File: src/rtl/sipo_rx.sv
// LSB-first serial-in/parallel-out word receiver with a valid/ready output buffer,
// overrun and abort pulses. Optional even-parity bit per frame under SIPO_PARITY_EN.
module sipo_rx #(
  parameter int WIDTH = 4,
  parameter int CNT_W = 4
) (
  input  logic             clk,
  input  logic             rst,
  input  logic             s_in,
  input  logic             s_en,
  input  logic             s_start,
  output logic [WIDTH-1:0] d_out,
  output logic             d_valid,
  input  logic             d_ready,
  output logic             busy,
  output logic             overrun,
  output logic             abort
`ifdef SIPO_PARITY_EN
  ,
  output logic             parity_err
`endif
);

  typedef enum logic [1:0] {
    IDLE  = 2'd0,
    SHIFT = 2'd1
`ifdef SIPO_PARITY_EN
    ,
    PAR   = 2'd2
`endif
  } state_t;

  localparam logic [CNT_W-1:0] CNT_ONE  = CNT_W'(1);
  localparam logic [CNT_W-1:0] CNT_LAST = CNT_W'(WIDTH - 1);

  state_t           r_state;
  state_t           w_next_state;
  logic [WIDTH-1:0] r_sr;
  logic [WIDTH-1:0] w_sr_next;
  logic [CNT_W-1:0] r_cnt;
  logic [CNT_W-1:0] w_cnt_next;
  logic             w_shift;
  logic             w_complete;
  logic             w_abort;
  logic [WIDTH-1:0] w_word;
  logic [WIDTH-1:0] r_dout;
  logic             r_dvalid;
  logic             r_overrun;
  logic             r_abort;
`ifdef SIPO_PARITY_EN
  logic             w_perr;
  logic             r_perr;
`endif

  // NOTE: every variable gets a default before the case so no path leaves it
  // unassigned; otherwise synthesis infers a latch.
  always_comb begin
    w_next_state = r_state;
    w_cnt_next   = r_cnt;
    w_shift      = 1'b0;
    w_complete   = 1'b0;
    w_abort      = 1'b0;
    case (r_state)
      IDLE: begin
        if (s_en && s_start) begin
          w_shift      = 1'b1;
          w_cnt_next   = CNT_ONE;
          w_next_state = SHIFT;
        end
      end
      SHIFT: begin
        if (s_en) begin
          w_shift = 1'b1;
          if (s_start) begin
            // A start marker mid-frame drops the partial word and opens a new one.
            w_abort    = 1'b1;
            w_cnt_next = CNT_ONE;
          end else if (r_cnt == CNT_LAST) begin
            w_cnt_next = '0;
`ifdef SIPO_PARITY_EN
            w_next_state = PAR;
`else
            w_complete   = 1'b1;
            w_next_state = IDLE;
`endif
          end else begin
            w_cnt_next = r_cnt + CNT_ONE;
          end
        end
      end
`ifdef SIPO_PARITY_EN
      PAR: begin
        if (s_en) begin
          if (s_start) begin
            w_abort      = 1'b1;
            w_shift      = 1'b1;
            w_cnt_next   = CNT_ONE;
            w_next_state = SHIFT;
          end else begin
            w_complete   = 1'b1;
            w_next_state = IDLE;
          end
        end
      end
`endif
      default: w_next_state = IDLE;
    endcase
  end

  assign w_sr_next = w_shift ? {s_in, r_sr[WIDTH-1:1]} : r_sr;

`ifdef SIPO_PARITY_EN
  // The parity bit is never shifted in; the data word is already in place.
  assign w_word = r_sr;
  assign w_perr = ^{r_sr, s_in};
`else
  assign w_word = w_sr_next;
`endif

  // NOTE: sequential state uses non-blocking assignments so every register
  // samples pre-edge values regardless of statement order.
  always_ff @(posedge clk or negedge rst) begin
    if (!rst) begin
      r_state <= IDLE;
      r_sr    <= '0;
      r_cnt   <= '0;
    end else begin
      r_state <= w_next_state;
      r_sr    <= w_sr_next;
      r_cnt   <= w_cnt_next;
    end
  end

  always_ff @(posedge clk or negedge rst) begin
    if (!rst) begin
      r_dout    <= '0;
      r_dvalid  <= 1'b0;
      r_overrun <= 1'b0;
      r_abort   <= 1'b0;
`ifdef SIPO_PARITY_EN
      r_perr    <= 1'b0;
`endif
    end else begin
      r_abort   <= w_abort;
      r_overrun <= w_complete && r_dvalid && !d_ready;
      if (w_complete) begin
        if (!r_dvalid || d_ready) begin
          r_dout   <= w_word;
          r_dvalid <= 1'b1;
`ifdef SIPO_PARITY_EN
          r_perr   <= w_perr;
`endif
        end
      end else if (r_dvalid && d_ready) begin
        r_dvalid <= 1'b0;
      end
    end
  end

  assign d_out   = r_dout;
  assign d_valid = r_dvalid;
  assign overrun = r_overrun;
  assign abort   = r_abort;
  assign busy    = (r_state != IDLE);
`ifdef SIPO_PARITY_EN
  assign parity_err = r_perr;
`endif

endmodule

File: config.mk
export PLATFORM = sky130hd
export DESIGN_NAME = sipo_rx
export DESIGN_NICKNAME = d
export VERILOG_FILES = /design/src/rtl/sipo_rx.sv
export SDC_FILE = /design/constraint.sdc
export NUM_CORES = 1
export LEC_CHECK = 0
export CORE_UTILIZATION = 30
export DETAILED_ROUTE_END_ITERATION = 8
export HOLD_SLACK_MARGIN = 0.15
export PLACE_DENSITY_LB_ADDON = 0.15
export SLEW_MARGIN = 15
export SYNTH_ARGS = -nofsm -noshare
export SYNTH_HDL_FRONTEND = slang
export SYNTH_SLANG_ARGS = --single-unit
File: constraint.sdc
create_clock -name clk -period 2.6 [get_ports clk]
set_input_delay 0.52 -clock clk [delete_from_list [all_inputs] [get_ports clk]]
set_output_delay 0.52 -clock clk [all_outputs]
set_load 0.01 [all_outputs]
Yosys cells after proc, flatten, opt, wreduce, memory -nomap -nowiden:

Index checks and enable logic that the tools add are counted.

* register bits: 17
* word-level logic and storage cells: 54

* add/sub/neg operators: 1
* equal/unequal tests: 7
* mux-type cells: 24
* reduce and logical (&&, ||, !) cells: 15

Operator list (count)
* $mux 4: 5
* $mux 1: 12
* $mux 2: 4
* $ne 2x2->1 const B: 4
* $pmux 4 s2: 1
* $reduce_bool 2->1: 3
* $add 4x1->4 const B: 1
* $eq 4x2->1 const B: 1
* $logic_and 1x1->1: 4
* $pmux 2 s2: 1
* $reduce_and 2->1: 2
* $reduce_and 4->1: 1
* $reduce_and 3->1: 1
* $eq 2x1->1 const B: 1
* $logic_not 1->1: 2
* $logic_not 2->1: 1
* $ne 2x1->1 const B: 1
* $pmux 1 s2: 1
* $logic_or 1x1->1: 1

Logic depth before layout (Yosys ltp):

* depth after elaboration: 7
* mapped depth: 4

Least setup slack after synthesis:

No wires, ideal clock.

* path kind: flip-flop to flip-flop
* start point: reg r_cnt[0]
* end point: reg r_dout[0], in the netlist d_out[0]
* stages on the path, launching flop included: 5
* arrival time: 1.623 ns
* path slack: 0.852 ns
* clock period less this slack: 1.748 ns
* buffers on the path: 0
* data required time: 2.475 ns
* setup time: 0.125 ns
* cell sequence: dfrtp_1 ha_1 or3b_4 nor4b_4 mux2_2

* word-level cells in the longest chain between the ends: 6

RTL lines
* start: declaration: RTL line 40 `logic [CNT_W-1:0] r_cnt;`
* start signal: assignment: RTL line 130 `r_cnt <= w_cnt_next;`
* $eq 4x2->1: RTL line 78 `end else if (r_cnt == CNT_LAST) begin`
* $mux 1: RTL line 78
* $mux 1: RTL line 74 `if (s_start) begin`
* $mux 1: RTL line 72 `if (s_en) begin`
* $mux 1: RTL line 63 `case (r_state)`
* $reduce_and 2->1 (no line)
* end signal: assignment: RTL line 148 `r_dout <= w_word;`
* end: declaration: RTL line 46 `logic [WIDTH-1:0] r_dout;`

Every way passes these cells.
A chain may end at the register's enable or synchronous reset.

Final worst setup path:

* start point: reg r_cnt[0]
* end point: reg r_dout[1], in the netlist d_out[1]

The elaborated chain is that of the path after synthesis.

==> results.py <==
metrics = {
    "status": {
        "status": "finished clean",
    },
    "yosys": {
        "ys_ff_latch": 16,
        "synthAdderAreaFrac_pct": 1.79,
        "synthXorXnorAreaFrac_pct": 0,
        "ys_warn_count": 0,
        "synthesis.nets": 62,
        "synth-simple-area-share_pct": 15.0,
        "syn-instance-count": 55,
        "synth_area_sq_um": 701,
        "synth_mux_area_share_pct": 12.9,
        "yosysSeqAreaShare_pct": 57.1,
        "avgSynthCellArea_sq_um": 12.7,
        "synth_compound_gate_area_share_pct": 10.0,
        "synth_top_family_by_area": "simple AND/OR/NAND/NOR gates",
        "ys_types": 22,
    },
    "power": {
        "power_density_nw_per_um2": 910,
        "total_power_mw": 0.817,
        "vdd_drop_max_mv": 0.373,
        "p_leak_nw": 0.393,
    },
    "clock_network": {
        "clockRootBuffer": "clkbuf_4",
        "postCtsSetupBuffers": 0,
        "hold_buffers": 0,
        "cts_max_level": 1,
        "cts_tree": "yes",
        "cts_sinks": 16,
        "cts_made_buffers": 3,
        "cts-resized-gates": 0,
        "cts_buffer_depth": 2,
        "clk_pin_slew_ps": 100,
        "clock_latency_ps": 290,
    },
    "routing": {
        "drt_pass1_iterations": 4,
        "routed_wl_um": 1210,
        "ant_nets": 0,
        "num_vias": 490,
        "drc_errors": 0,
        "drt_iter0_drc": 4,
        "viasPerCell": 4.90,
        "wl_per_cell_um": 12.1,
    },
    "global_route": {
        "grt_pass1_wl_um": 2150,
        "grt_remaining_overflow": 0,
        "grt_max_degree": 17,
        "grt_pass1_vias": 460,
        "antenna_found_initial": 0,
        "grt_util_all_layers_pct": 12.0,
    },
    "placement": {
        "gp_congestion": 0.674,
        "dp_hpwl_um": 875,
        "portBuffers": 13,
        "dp.cells": 96,
        "placed_area_sq_um": 862,
        "dp_slack_ps": 382,
    },
    "timing": {
        "slew_headroom_pct": 53.0,
        "fin_skew_ps": 2.69,
        "setup_viol": 0,
        "holdWs_ps": 513,
        "hold_viol": 0,
        "fin_crit_sh_pct": 73.9,
        "slew_viol_final": 0,
        "worstMarginPinSlew_ps": 703,
        "finalCriticalPeriod_ps": 1920,
        "clock.fmax_ghz": 0.521,
        "rsz0062_at_grt": "no",
        "fin_setup_tns_ps": 0,
        "setup_ws_ps": 680,
    },
    "setup_path": {
        "start_kind": "flip-flop",
        "end_kind": "flip-flop",
        "worst_ep_required_time_ps": 2780,
        "crit_fanout": 4,
        "setup.worst_path.class": "flip-flop to flip-flop",
        "arrival_ps": 2100,
    },
    "finish": {
        "nNetsFinal": 80,
        "n_antenna_cell": 0,
        "stdcell_count": 100,
        "finalInstanceArea_sq_um": 898,
        "drive_gt1_share_pct": 23.6,
        "area_growth_pct": 28.2,
        "fin_util_pct": 40.6,
    },
    "flow_run": {
        "cap_viol_max_count": 0,
    },
    "floorplan": {
        "io_pins": 14,
        "die_h_um": 50.3,
        "die_w_um": 50.3,
        "start_util_pct": 31.7,
        "core_sq_um": 2210,
        "dieArea_sq_um": 2530,
        "core.rowCount": 17,
    },
    "worst_hold_path": {
        "hold_class": "flip-flop to flip-flop",
    },
}
==> where the power goes <==
part / switching (mW) / internal, mW
clock network: 0.0819 / 0.0853
registers: 0.0503 / 0.326
logic: 0.108 / 0.165
==> worst max-delay path: stages (launching register included) <==
cell and delay (ps):
dfrtp_1 410, ha_1 200, or3b_4 420, nor4b_4 400
mux2_2 380
==> routing by layer <==
layer / up-vias / wire (um) / track usage [%]
met3: 4 / 77 / 3.64
met1: 236 / 537 / 13.5
li1: 235 / - / -
met4: 0 / 36 / 9.72
met2: 15 / 558 / 18.7
met5: - / 0 / 0
==> kinds of logic after synthesis <==
kind of cell / count (synthesis)
adder cells (fa/ha/maj): 1
multiplexers: 8
AND/OR/NAND/NOR: 15
AO/OA/AOI/OAI: 11
flip-flops: 16
buffers and inverters: 4
==> path summary, 6_finish.rpt <==
path | cells after the start | endpoint | from | slack (ps)
max reg2reg | 4 | d_out[1] | r_cnt[0] | 680
max | 4 | d_out[1] | r_cnt[0] | 680
min in group asynchronous | 1 | abort | rst | 640
min | 1 | d_out[1] | d_out[1] | 510
min reg2reg | 1 | d_out[1] | d_out[1] | 510
max in group asynchronous | 1 | d_out[0] | rst | 1510
==> final cells by class <==
| cell class | count | area, sq um |
|---|---|---|
| inverters | 3 | 11.3 |
| fillers | 234 | 1310 |
| clock buffers | 4 | 36.3 |
| repair buffers | 14 | 138 |
| flip-flops and latches | 16 | 400 |
| multi-input cells | 35 | 278 |
| well taps | 28 | 35.0 |
==> registers in the layout (all words and copies together), names as in the netlist <==
name	count
d_out	4
r_cnt	4
r_sr	4
abort	1
d_valid	1
overrun	1
r_state	1
==> cells in the mapped netlist <==
| master | instances | area share (%) |
|---|---|---|
| dfrtp_1 | 16 | 57 |
| mux2_2 | 8 | 13 |
| nand2_1 | 5 | 2.7 |
| o21ai_0 | 5 | 3.6 |
| inv_1 | 3 | 1.6 |
| a31oi_1 | 2 | 1.8 |
| a21oi_1 | 1 | 0.71 |
| a22o_2 | 1 | 1.4 |
| and3_1 | 1 | 0.89 |
| and4_1 | 1 | 1.3 |
| buf_6 | 1 | 1.6 |
| ha_1 | 1 | 1.8 |
| nand2b_1 | 1 | 0.89 |
| nor2_1 | 1 | 0.54 |
| nor2b_1 | 1 | 0.89 |
| nor3_1 | 1 | 0.71 |
| nor4b_4 | 1 | 3.4 |
| o2bb2ai_1 | 1 | 1.3 |
| o41ai_1 | 1 | 1.3 |
| or2b_1 | 1 | 1.1 |
| or3_2 | 1 | 1.1 |
| or3b_4 | 1 | 1.6 |
==> placed cells by master (no fill, tap or decap), drive strengths merged <==
cell type,count
dfrtp,16
clkdlybuf4s50,13
mux2,8
o21ai,5
nand2,5
clkbuf,4
inv,3
a31oi,2
or3b,1
or3,1
nand2b,1
nor2,1
and3,1
nor4b,1
and4,1
nor3,1
a22o,1
or2b,1
a21oi,1
o41ai,1
nor2b,1
o2bb2ai,1
ha,1
buf,1
(Power assumes the default switching activity.)
